==> src/rtl/alut_age_checker9_pkg.sv <==
// alut_pkg9: shared constants, entry field map and aging FSM state type for the ALUT age engine
// Entry layout: [82]=valid, [81:50]=last-seen time, [49:48]=port, [47:0]=MAC
package alut_pkg9;
    localparam int DW9        = 83;
    localparam int DD9        = 256;
    localparam int AW9        = 8;
    localparam int TW9        = 32;
    localparam int CW9        = AW9 + 1;
    localparam int VALID_BIT9 = 82;
    localparam int TS_MSB9    = 81;
    localparam int TS_LSB9    = 50;
    localparam int PORT_MSB9  = 49;
    localparam int PORT_LSB9  = 48;
    localparam int MAC_MSB9   = 47;
    localparam int MAC_LSB9   = 0;
    localparam logic [AW9-1:0] LAST_IDX9 = AW9'(DD9 - 1);
    localparam logic [CW9-1:0] MAX_CNT9  = CW9'(DD9);
    typedef enum logic [2:0] {
        S_IDLE,
        S_RD,
        S_WAIT,
        S_CHK,
        S_WR,
        S_NEXT,
        S_DONE
    } age_state_t;
endpackage

==> src/rtl/alut_age_checker9_cmp.sv <==
// alut_age_cmp9: combinational wrap-safe age compare of one entry timestamp against the time base
// Ports: ts (entry last-seen time), now (current time), thr (threshold, 0 disables),
//        aged (age strictly above a non-zero threshold)
module alut_age_cmp9
    import alut_pkg9::*;
(
    input  logic [TW9-1:0] ts,
    input  logic [TW9-1:0] now,
    input  logic [TW9-1:0] thr,
    output logic           aged
);
    logic [TW9-1:0] age;
    // modulo-2^TW9 difference stays correct across a time base wrap
    assign age  = now - ts;
    assign aged = (thr != '0) && (age > thr);
endmodule

==> src/rtl/alut_age_checker9.sv <==
// alut_age_checker9: sweeps the ALUT entry RAM over its age port and invalidates stale entries
// Ports: pclk9/n_p_reset9 clock and async active-low reset; sweep_start9 sweep request;
//        curr_time9/age_threshold9 time base and max age; mem_addr_add9/mem_write_add9 snooped
//        address-checker writes; mem_read_data_age9, mem_addr_age9, mem_write_age9,
//        mem_write_data_age9 age-port RAM interface; sweep_busy9, sweep_done9, aged_count9 status
module alut_age_checker9
    import alut_pkg9::*;
(
    input  logic           pclk9,
    input  logic           n_p_reset9,
    input  logic           sweep_start9,
    input  logic [TW9-1:0] curr_time9,
    input  logic [TW9-1:0] age_threshold9,
    input  logic [AW9-1:0] mem_addr_add9,
    input  logic           mem_write_add9,
    input  logic [DW9-1:0] mem_read_data_age9,
    output logic [AW9-1:0] mem_addr_age9,
    output logic           mem_write_age9,
    output logic [DW9-1:0] mem_write_data_age9,
    output logic           sweep_busy9,
    output logic           sweep_done9,
    output logic [AW9:0]   aged_count9
);
    age_state_t     state, nxt;
    logic [1:0]     rst_sync;
    logic           rst_n;
    logic [AW9-1:0] idx;
    logic [AW9:0]   count;
    logic [DW9-1:0] entry;
    logic           ts_aged, aged, collision;
    // reset asserts immediately but releases on a clock edge
    always_ff @(posedge pclk9 or negedge n_p_reset9) begin
        if (!n_p_reset9) rst_sync <= '0;
        else rst_sync <= {rst_sync[0], 1'b1};
    end
    assign rst_n = rst_sync[1];
    alut_age_cmp9 u_cmp (
        .ts   (mem_read_data_age9[TS_MSB9:TS_LSB9]),
        .now  (curr_time9),
        .thr  (age_threshold9),
        .aged (ts_aged)
    );
    assign aged = mem_read_data_age9[VALID_BIT9] && ts_aged;
    // address checker refreshed the entry under inspection: its read data is stale
    assign collision = mem_write_add9 && (mem_addr_add9 == idx) &&
                       (state == S_WAIT || state == S_CHK || state == S_WR);
    always_comb begin
        nxt = state;
        case (state)
            S_IDLE:  nxt = sweep_start9 ? S_RD : S_IDLE;
            S_RD:    nxt = S_WAIT;
            S_WAIT:  nxt = collision ? S_RD : S_CHK;
            S_CHK:   nxt = collision ? S_RD : (aged ? S_WR : S_NEXT);
            S_WR:    nxt = collision ? S_RD : S_NEXT;
            S_NEXT:  nxt = (idx == LAST_IDX9) ? S_DONE : S_RD;
            S_DONE:  nxt = S_IDLE;
            default: nxt = S_IDLE;
        endcase
    end
    always_ff @(posedge pclk9 or negedge rst_n) begin
        if (!rst_n) begin
            state <= S_IDLE;
            idx   <= '0;
            count <= '0;
            entry <= '0;
        end else begin
            state <= nxt;
            if (state == S_IDLE && sweep_start9) begin
                idx   <= '0;
                count <= '0;
            end
            if (state == S_NEXT && idx != LAST_IDX9) idx <= idx + 1'b1;
            if (state == S_WR && !collision && count != MAX_CNT9) count <= count + 1'b1;
            if (state == S_CHK)
                entry <= {1'b0, mem_read_data_age9[TS_MSB9:TS_LSB9],
                          mem_read_data_age9[PORT_MSB9:PORT_LSB9],
                          mem_read_data_age9[MAC_MSB9:MAC_LSB9]};
        end
    end
    assign mem_addr_age9       = (state == S_IDLE) ? '0 : idx;
    assign mem_write_age9      = (state == S_WR) && !collision;
    assign mem_write_data_age9 = mem_write_age9 ? entry : '0;
    assign sweep_busy9         = (state != S_IDLE);
    assign sweep_done9         = (state == S_DONE);
    assign aged_count9         = count;
endmodule

==> config.mk <==
export PLATFORM = sky130hd
export DESIGN_NAME = alut_age_checker9
export DESIGN_NICKNAME = d
export VERILOG_FILES = /design/src/rtl/alut_age_checker9_pkg.sv /design/src/rtl/alut_age_checker9_cmp.sv /design/src/rtl/alut_age_checker9.sv
export SDC_FILE = /design/constraint.sdc
export NUM_CORES = 1
export LEC_CHECK = 0
export CORE_AREA = 2 2 121 147
export CTS_CLUSTER_DIAMETER = 200
export CTS_CLUSTER_SIZE = 16
export DETAILED_ROUTE_END_ITERATION = 10
export DIE_AREA = 0 0 123 149
export HOLD_SLACK_MARGIN = 0.1
export PLACE_DENSITY = 0.8
export RECOVER_POWER = 100
export SYNTH_ARGS = -nofsm -noshare
export SYNTH_HDL_FRONTEND = slang
export SYNTH_SLANG_ARGS = --single-unit
==> constraint.sdc <==
create_clock -name pclk9 -period 9.3 [get_ports pclk9]
set_input_delay 2.79 -clock pclk9 [delete_from_list [all_inputs] [get_ports pclk9]]
set_output_delay 2.79 -clock pclk9 [all_outputs]
set_load 0.01 [all_outputs]
==> results of run 1 <==
==> sequential cells by signal, indices dropped and copies added, names as in the netlist <==
signal and cells:
entry 82, state 3, aged_count9 9, idx 8, rst_sync 2
==> final cells by class <==
class                   count  area [µm²]  share of cell area, %
multi-input cells         640        4510                   42.6
repair buffers            263        2620                   24.7
flip-flops and latches    104        2600                   24.6
inverters                  74         278                   2.62
well taps                 220         275                   2.60
clock buffers              10         239                   2.26
clock inverters             6        57.6                  0.543
diodes                      4        10.0                 0.0945
==> metrics by stage <==
stage	hold WS, ns	power, W
2_1_floorplan	0.331	0.00130
3_3_place_gp	0.337	0.00162
3_5_place_dp	0.340	0.00164
4_1_cts	0.344	0.00203
5_1_grt	0.371	0.00214
6_report	0.357	0.00199
==> layout by cell type (no fill, tap or decap), types with 24 or more instances in the layout <==
| master | count |
|---|---|
| a21oi_1 | 38 |
| and2_0 | 41 |
| and2_1 | 45 |
| clkdlybuf4s50_1 | 114 |
| dfrtp_1 | 104 |
| dlygate4sd3_1 | 146 |
| ha_1 | 66 |
| inv_1 | 74 |
| mux2_2 | 52 |
| nand2_1 | 64 |
| nand3_1 | 27 |
| nor2_1 | 34 |
| o21ai_0 | 72 |
| xnor2_1 | 24 |
==> worst min path at each step <==
| stage | endpoint | slack, ns |
|---|---|---|
| after floorplan | rst_sync[1]$_DFF_PN0_ | 0.33 |
| after global placement | entry[31]$_DFFE_PN0P_ | 0.34 |
| after detailed placement | entry[29]$_DFFE_PN0P_ | 0.34 |
| after CTS | entry[31]$_DFFE_PN0P_ | 0.34 |
| after global routing | rst_sync[1]$_DFF_PN0_ | 0.37 |
| final | rst_sync[1]$_DFF_PN0_ | 0.36 |
==> report_power, final <==
group / internal [W] / leakage (nW) / switching [W] / total [W]
clock network: 0.000195 / 0.139 / 0.000187 / 0.000381
registers: 0.000649 / 1.27 / 0.000123 / 0.000773
logic: 0.000439 / 3.51 / 0.000400 / 0.000839
==> cell families after synthesis <==
family | after synthesis | synth area share (%)
and+or+nand+nor | 296 | 21.2
AOI/OAI and AO/OA | 190 | 15.7
buffers and inverters | 105 | 5.34
DFF | 104 | 34.7
adders and majority gates | 67 | 11.3
muxes | 53 | 7.94
xor gates and xnor gates | 32 | 3.74
other | 2 | 0.100
==> per-layer routing <==
layer / GRT usage [%] / up-vias
met5: 0 / -
met4: 8.64 / 2
met3: 3.33 / 33
met2: 41.1 / 191
met1: 28.2 / 3250
li1: - / 3452
==> summary.md, run 1 <==
| Metric | Value |
|---|---|
| CTS tree | `built` |
| Root Buffer | `clkbuf_16` |
| Worst hold path depth | `0` |
| Post-CTS setup buffer count | `0` |
| Synth area leader | `dfrtp_1` |
| Die width | `123 µm` |
| Layout cells sized above 1 | `7.20%` |
| Clk_lat worst skew | `0.35 ns` |
| Initial DRC Count | `411` |
| Hold-fix buffers, CTS | `0` |
| Global-route wire length before repair | `33,400 µm` |
| Syn Area/Cell | `8.83 µm²` |
| Crit path required time | `6.51 ns` |
| Setup TNS | `0 ns` |
| Core Area | `0.0171 mm²` |
| GP Congestion | `0.938` |
| Metal2 WL | `11,000 µm` |
| HPWL Detailed | `17,100 µm` |
| Fraction of registers with async set/reset | `100%` |
| Post-Synthesis Cell Area | `0.00750 mm²` |
| Pleak | `4.92 nW` |
| CP top delay family | `buffers and inverters` |
| Worst EP arrival | `5.58 ns` |
| Setup Skew | `0.00795 ns` |
| Die area | `0.0183 mm²` |
| Initial antenna violation count | `4` |
| # clock sinks | `104` |
| Crit-path max cell delay | `0.63 ns` |
| Highest routed layer | `met5` |
| Setup slack after layout | `0.933 ns` |
| I/O Buffers | `260` |
| Synthesis-stage register bit count | `104` |
| Vias | `6,928` |
| ANT nets after route | `0` |
| RSZ-0062 raised after global routing | `false` |
| Dpl ws | `1.17 ns` |
| Nets | `1,318` |
| CP Cell Sequence | `dlygate4sd3_1 > xnor2_1 > nand3_1 > o311a_2 > buf_4 > and2_1 > dlygate4sd3_1` |
| I/O Pins | `262` |
| Met1 wire length | `8630 µm` |
| Dpl cells | `1,301` |
| GR Util All Layers | `23.2%` |
| Worst Setup Path Type | `in -> out` |
| Post-synth EDFFs | `0` |
| Met3 WL post-DR | `1090 µm` |
| Status | `finished, violations left` |
| Layout area overhead | `41.3%` |
| Final Instance Area | `0.0106 mm²` |
| Max_cap viols | `2` |
| Maximum VDD drop | `0.000108 V` |
| CTS H-tree depth | `3` |
| Site row count | `53` |
| Hold Crit Start | `rst_sync[0]$_DFF_PN0_` |
| Synth top area share | `34.7%` |
| Final Core Density | `61.9%` |
| DRC | `0` |
| Synth top area cells | `dfrtp_1, ha_1, mux2_2` |
| Die Y-Extent | `149 µm` |
| Post-CTS Resized | `0` |
| Reg-to-Reg End | `entry[58]$_DFFE_PN0P_` |
| Startpoint Class | `input port` |
| Post-synth cell types | `60` |
| Crit path from | `mem_addr_add9[6]` |
| Drt first pass iters | `4` |
| R2R setup slack | `4.82 ns` |
| Failing checks | `capacitance limit, slew limit` |
| Max Clk Rate | `120 MHz` |
| Clock buffer depth | `2` |
| Worst setup EP type | `output pin` |
| Main flop type after synthesis | `dfrtp_1` |
| Slew @ Worst Pin | `3.21 ns` |
| Syn Inst Count | `849` |
| Non-Filler Instances | `1,321` |
| Initial core utilization | `43.8%` |
| Synth cell count leaders | `dfrtp_1, and2_1, inv_1` |
| FF-to-FF Start | `rst_sync[1]$_DFF_PN0_` |
| CP most frequent cell | `dlygate4sd3_1` |
| Gr ovfl total | `0` |
| Worst setup path end | `mem_write_data_age9[13]` |
| Post-route clock period utilization | `90.0%` |
| Pwr dens | `188 mW/mm²` |
| Total detailed-routing wirelength | `21,200 µm` |
| Crit path max-delay cell type | `o311a_2` |
| Clk pin slew, worst setup/hold paths | `0.07 ns` |
| Vias in the first global route | `6,849` |
| Worst Path Max Fanout | `60` |
| DP Area | `0.0103 mm²` |
| Warnings, synthesis | `0` |
| Syn Nets | `1,075` |
| Relative slew slack | `-114%` |
| Min cycle time layout | `8.37 ns` |
| Most common cell in the netlist | `dfrtp_1` |
| Seq/Total Area, Yosys | `34.7%` |
| Fillcell total | `1,472` |
| Slew Limit Fails | `105` |
| Bufs and invs on worst path | `3` |
| Via/cell ratio | `5.24` |
| Worst hold path class | `reg -> reg` |
| Cts bufs inserted | `9` |
| CP Depth | `7` |
| R2R cell count | `1` |
| Final hold vios | `0` |
| Wire per inst | `16.1 µm` |
| Largest net degree at the start of global routing | `84` |
| Setup-failing EPs final | `0` |
Power figures use the tool's default switching activity.
==> run 2: changes to the inputs <==
--- a/config.mk
+++ b/config.mk
@@ -7,3 +7,3 @@
 export LEC_CHECK = 0
-export CORE_AREA = 2 2 121 147
+export CORE_AREA = 2 2 124 150
 export CTS_CLUSTER_DIAMETER = 200
@@ -11,5 +11,5 @@
 export DETAILED_ROUTE_END_ITERATION = 10
-export DIE_AREA = 0 0 123 149
+export DIE_AREA = 0 0 126 152
 export HOLD_SLACK_MARGIN = 0.1
-export PLACE_DENSITY = 0.8
+export PLACE_DENSITY = 0.79
 export RECOVER_POWER = 100
@@ -17,2 +17,3 @@
 export SYNTH_HDL_FRONTEND = slang
+export SYNTH_HIERARCHICAL = 1
 export SYNTH_SLANG_ARGS = --single-unit
==> constraint.sdc (replaced) <==
create_clock -name pclk9 -period 9.3 [get_ports pclk9]
set_input_delay 1.86 -clock pclk9 [delete_from_list [all_inputs] [get_ports pclk9]]
set_output_delay 1.86 -clock pclk9 [all_outputs]
set_load 0.01 [all_outputs]
==> run 2 against run 1 <==
  * The run still ends with capacitance limit, slew limit left
  * Clock skew increased by 0.0076 ns
  * Worst hold slack got worse by 0.0027 ns
  * Clock power about the same
  * Die area increased by 4.5%
  * Clock-buffer cell count unchanged
  * Critical path depth unchanged
  * Global-route usage decreased by 0.32 points
  * Worst setup slack improved by 1.7 ns
  * First-iteration DRC count decreased by 31%
  * Synthesized cell count decreased by 1.4%
  * Maximum frequency increased by 25%
  * Non-clock buffer count increased by 1
  * Critical endpoint is now mem_write_data_age9[1]
  * Largest cell class unchanged
==> summary.md, run 2 <==
| Metric | Value |
|---|---|
| Status | `finished, violations left` |
| Failing checks | `capacitance limit, slew limit` |
| HPWL Detailed | `17,500 µm (+2.8%)` |
| Wire per inst | `16.8 µm (+4.6%)` |
| Fraction of registers with async set/reset | `100% (unchanged)` |
| Core Area | `0.0178 mm² (+4.3%)` |
| Via/cell ratio | `5.37 (+2.4%)` |
| Most frequent cells in the layout | `clkdlybuf4s50_1, dfrtp_1, dlygate4sd3_1` |
| Area of the multi-input gates | `0.00473 mm² (+4.9%)` |
| Die Y-Extent | `152 µm (+2.0%)` |
| Crit path max-delay cell type | `nor4_1` |
| Setup Skew | `0.0155 ns (+0.00759 ns)` |
| Worst Setup Path Type | `in -> out` |
| Clk pin slew, worst setup/hold paths | `0.08 ns (about the same)` |
| Post-synth cell types | `70 (+17%)` |
| Final hold vios | `0 (unchanged)` |
| Post-route clock period utilization | `72.2% (-18 points)` |
| Mux contribution to synthesized area | `12.0% (+4.0 points)` |
| Maximum VDD drop | `0.0000962 V (-11%)` |
| Initial antenna violation count | `0 (-4)` |
| Synthesis-stage register bit count | `104 (unchanged)` |
| GR Util All Layers | `22.8% (-0.32 points)` |
| Slew @ Worst Pin | `4.05 ns (+0.840 ns)` |
| CP most frequent cell | `dlygate4sd3_1` |
| Most common cell in the netlist | `dfrtp_1` |
| Reg-to-Reg End | `entry[80]$_DFFE_PN0P_` |
| Synth top area share | `33.3% (-1.4 points)` |
| Layout cells sized above 1 | `10.9% (+3.7 points)` |
| R2R setup slack | `4.38 ns (-0.44 ns)` |
| Final Hold Slack | `0.355 ns (-0.00269 ns)` |
| CTS tree | `built` |
| Post-CTS setup buffer count | `0 (unchanged)` |
| Root Buffer | `clkbuf_16` |
| Setup TNS | `0 ns (unchanged)` |
| Warnings, synthesis | `6 (+6)` |
| Initial core utilization | `43.8% (-0.064 points)` |
| Nets | `1,300 (-1.4%)` |
| Post-synth EDFFs | `0 (unchanged)` |
| Die area | `0.0192 mm² (+4.5%)` |
| Hold-fix buffers, CTS | `0 (unchanged)` |
| Logic pwr share | `44.5% (+2.4 points)` |
| Clock power frac | `18.5% (-0.6 points)` |
| Synth cell count leaders | `dfrtp_1, and2_1, mux2_2` |
| Reg power frac | `37.0% (-1.8 points)` |
| Seq/Total Area, Yosys | `33.3% (-1.4 points)` |
| Reg with most FFs | `entry` |
| Vias | `6,996 (+0.98%)` |
| Worst Path Max Fanout | `93 (+55%)` |
| Synth Area in Compound Gates | `14.4% (-1.3 points)` |
| Startpoint Class | `input port` |
| FF-to-FF Start | `rst_sync[1]$_DFF_PN0_` |
| P_int | `0.00137 W (+6.8%)` |
| DRC | `0 (unchanged)` |
| Max Clk Rate | `149 MHz (+25%)` |
| I/O Buffers | `260 (unchanged)` |
| Hold worst-path end | `rst_sync[1]$_DFF_PN0_` |
| Setup-failing EPs final | `0 (unchanged)` |
| Worst EP arrival | `4.86 ns (-0.72 ns)` |
| Most common cell after layout, fill and taps aside | `clkdlybuf4s50_1` |
| Syn Nets | `1,063 (-1.1%)` |
| Fillcell total | `1,549 (+5.2%)` |
| R2R cell count | `1 (unchanged)` |
| Post-CTS Resized | `0 (unchanged)` |
| Synth Area in XOR/XNOR | `4.38% (+0.64 points)` |
| Crit-path max cell delay | `0.80 ns (+0.17 ns)` |
| Synth Area in Simple Gates | `18.9% (-2.4 points)` |
| Cts bufs inserted | `9 (unchanged)` |
| Relative slew slack | `-170% (-56 points)` |
| GP Congestion | `0.907 (-3.2%)` |
| Vias in the first global route | `6,966 (+1.7%)` |
| Net Sw Power | `0.000705 W (-0.71%)` |
| Min cycle time layout | `6.72 ns (-1.65 ns)` |
| Syn Area/Cell | `9.33 µm² (+5.6%)` |
| Hold Crit Start | `rst_sync[0]$_DFF_PN0_` |
| Die width | `126 µm (+2.4%)` |
| Post-Synthesis Cell Area | `0.00781 mm² (+4.1%)` |
| Global-route wire length before repair | `35,800 µm (+7.4%)` |
| ANT nets after route | `0 (unchanged)` |
| Adder-cell area share of the yosys netlist | `10.8% (-0.44 points)` |
| Pwr dens | `192 mW/mm² (+1.9%)` |
| FF/Latch Area | `0.00260 mm² (unchanged)` |
| Clk_lat worst skew | `0.35 ns (about the same)` |
| Total detailed-routing wirelength | `21,900 µm (+3.1%)` |
| Worst setup EP type | `output pin` |
| CP top delay family | `buffers and inverters` |
| Inserted Diodes | `0 (-4)` |
| CP Cell Sequence | `dlygate4sd3_1 > xor2_1 > nor4_1 > a311oi_4 > buf_4 > and2_1 > dlygate4sd3_1` |
| Sw Ratio | `34.0% (-1.6 points)` |
| Max_cap viols | `2 (unchanged)` |
| CTS H-tree depth | `3 (unchanged)` |
| Worst hold path depth | `0 (unchanged)` |
| Drt first pass iters | `5 (+1)` |
| Bufs and invs on worst path | `3 (unchanged)` |
| I/O Pins | `262 (unchanged)` |
| RSZ-0062 raised after global routing | `false` |
| Layout area overhead | `38.6%` |
| Dpl ws | `2.97 ns (+1.80 ns)` |
| Setup slack after layout | `2.58 ns (+1.65 ns)` |
| Largest register FFs | `82 (unchanged)` |
| Largest net degree at the start of global routing | `94 (+12%)` |
| Gr ovfl total | `0 (unchanged)` |
| Worst hold path class | `reg -> reg` |
| Largest family of logic cells by synthesized area | `simple AND/OR/NAND/NOR gates` |
| # clock sinks | `104 (unchanged)` |
| Slew Limit Fails | `143 (+36%)` |
| Clock buffer depth | `2 (unchanged)` |
| Crit path required time | `7.44 ns (+0.93 ns)` |
| Synth area leader | `dfrtp_1` |
| Synth top area cells | `dfrtp_1, mux2_2, ha_1` |
| Site row count | `54 (+1.9%)` |
| Syn Inst Count | `837 (-1.4%)` |
| Initial DRC Count | `282 (-31%)` |
| Pleak | `4.98 nW (+1.2%)` |
| Main flop type after synthesis | `dfrtp_1` |
==> run 2: per-layer routing <==
layer	wire length, µm	share of wire [%]	GRT usage, %	up-vias
li1	-	-	-	3415
met1	9150	42	29.3	3313
met2	11100	51	40.2	236
met3	1170	5.3	2.96	32
met4	518	2.4	6.44	0
met5	0	0	0	-
==> run 2: power groups by stage <==
stage                     logic, W  registers, W  clock network (W)
final                     0.000923      0.000768           0.000383
after CTS                 0.000941      0.000770           0.000392
after detailed placement  0.000937      0.000779                  0
after floorplan           0.000625      0.000733                  0
after global routing       0.00102      0.000800           0.000409
after global placement    0.000914      0.000766                  0
==> run 2: logic make-up after synthesis <==
kind of cell	after synthesis
fa+ha+maj	67
xor+xnor	39
other cells	2
simple gates	264
mux	83
compound gates	164
buf+inv	114
flops	104
==> run 2: area by class of cell <==
type                       count  area share, %
inverter                      76           2.64
multi-input combinational    619           43.7
tap                          224           2.59
timing repair buffer         264           24.2
clock buffer                  10           2.21
sequential                   104           24.1
clock inverter                 6          0.578
==> run 2: per-stage QoR <==
step	total power, W	util (%)	instances	cell area, µm²
2_1_floorplan	0.00136	-	837	7810
3_3_place_gp	0.00168	59.1	1287	10500
3_5_place_dp	0.00172	59.1	1287	10500
4_1_cts	0.00210	60.8	1303	10800
5_1_grt	0.00223	60.7	1303	10800
6_report	0.00207	60.7	1303	10800
==> run 2: how the worst max path moves through the flow <==
stage	start	end	slack, ns	cells after the start
finish	mem_addr_add9[7]	mem_write_data_age9[1]	2.58	7
global route	mem_addr_add9[7]	mem_write_data_age9[1]	2.49	7
CTS	mem_addr_add9[2]	mem_write_data_age9[71]	3.06	7
detailed placement	mem_read_data_age9[50]	state[0]$_DFF_PN0_	2.97	18
global placement	mem_read_data_age9[50]	state[0]$_DFF_PN0_	3.07	18
floorplan	mem_read_data_age9[60]	state[0]$_DFF_PN0_	4.31	17
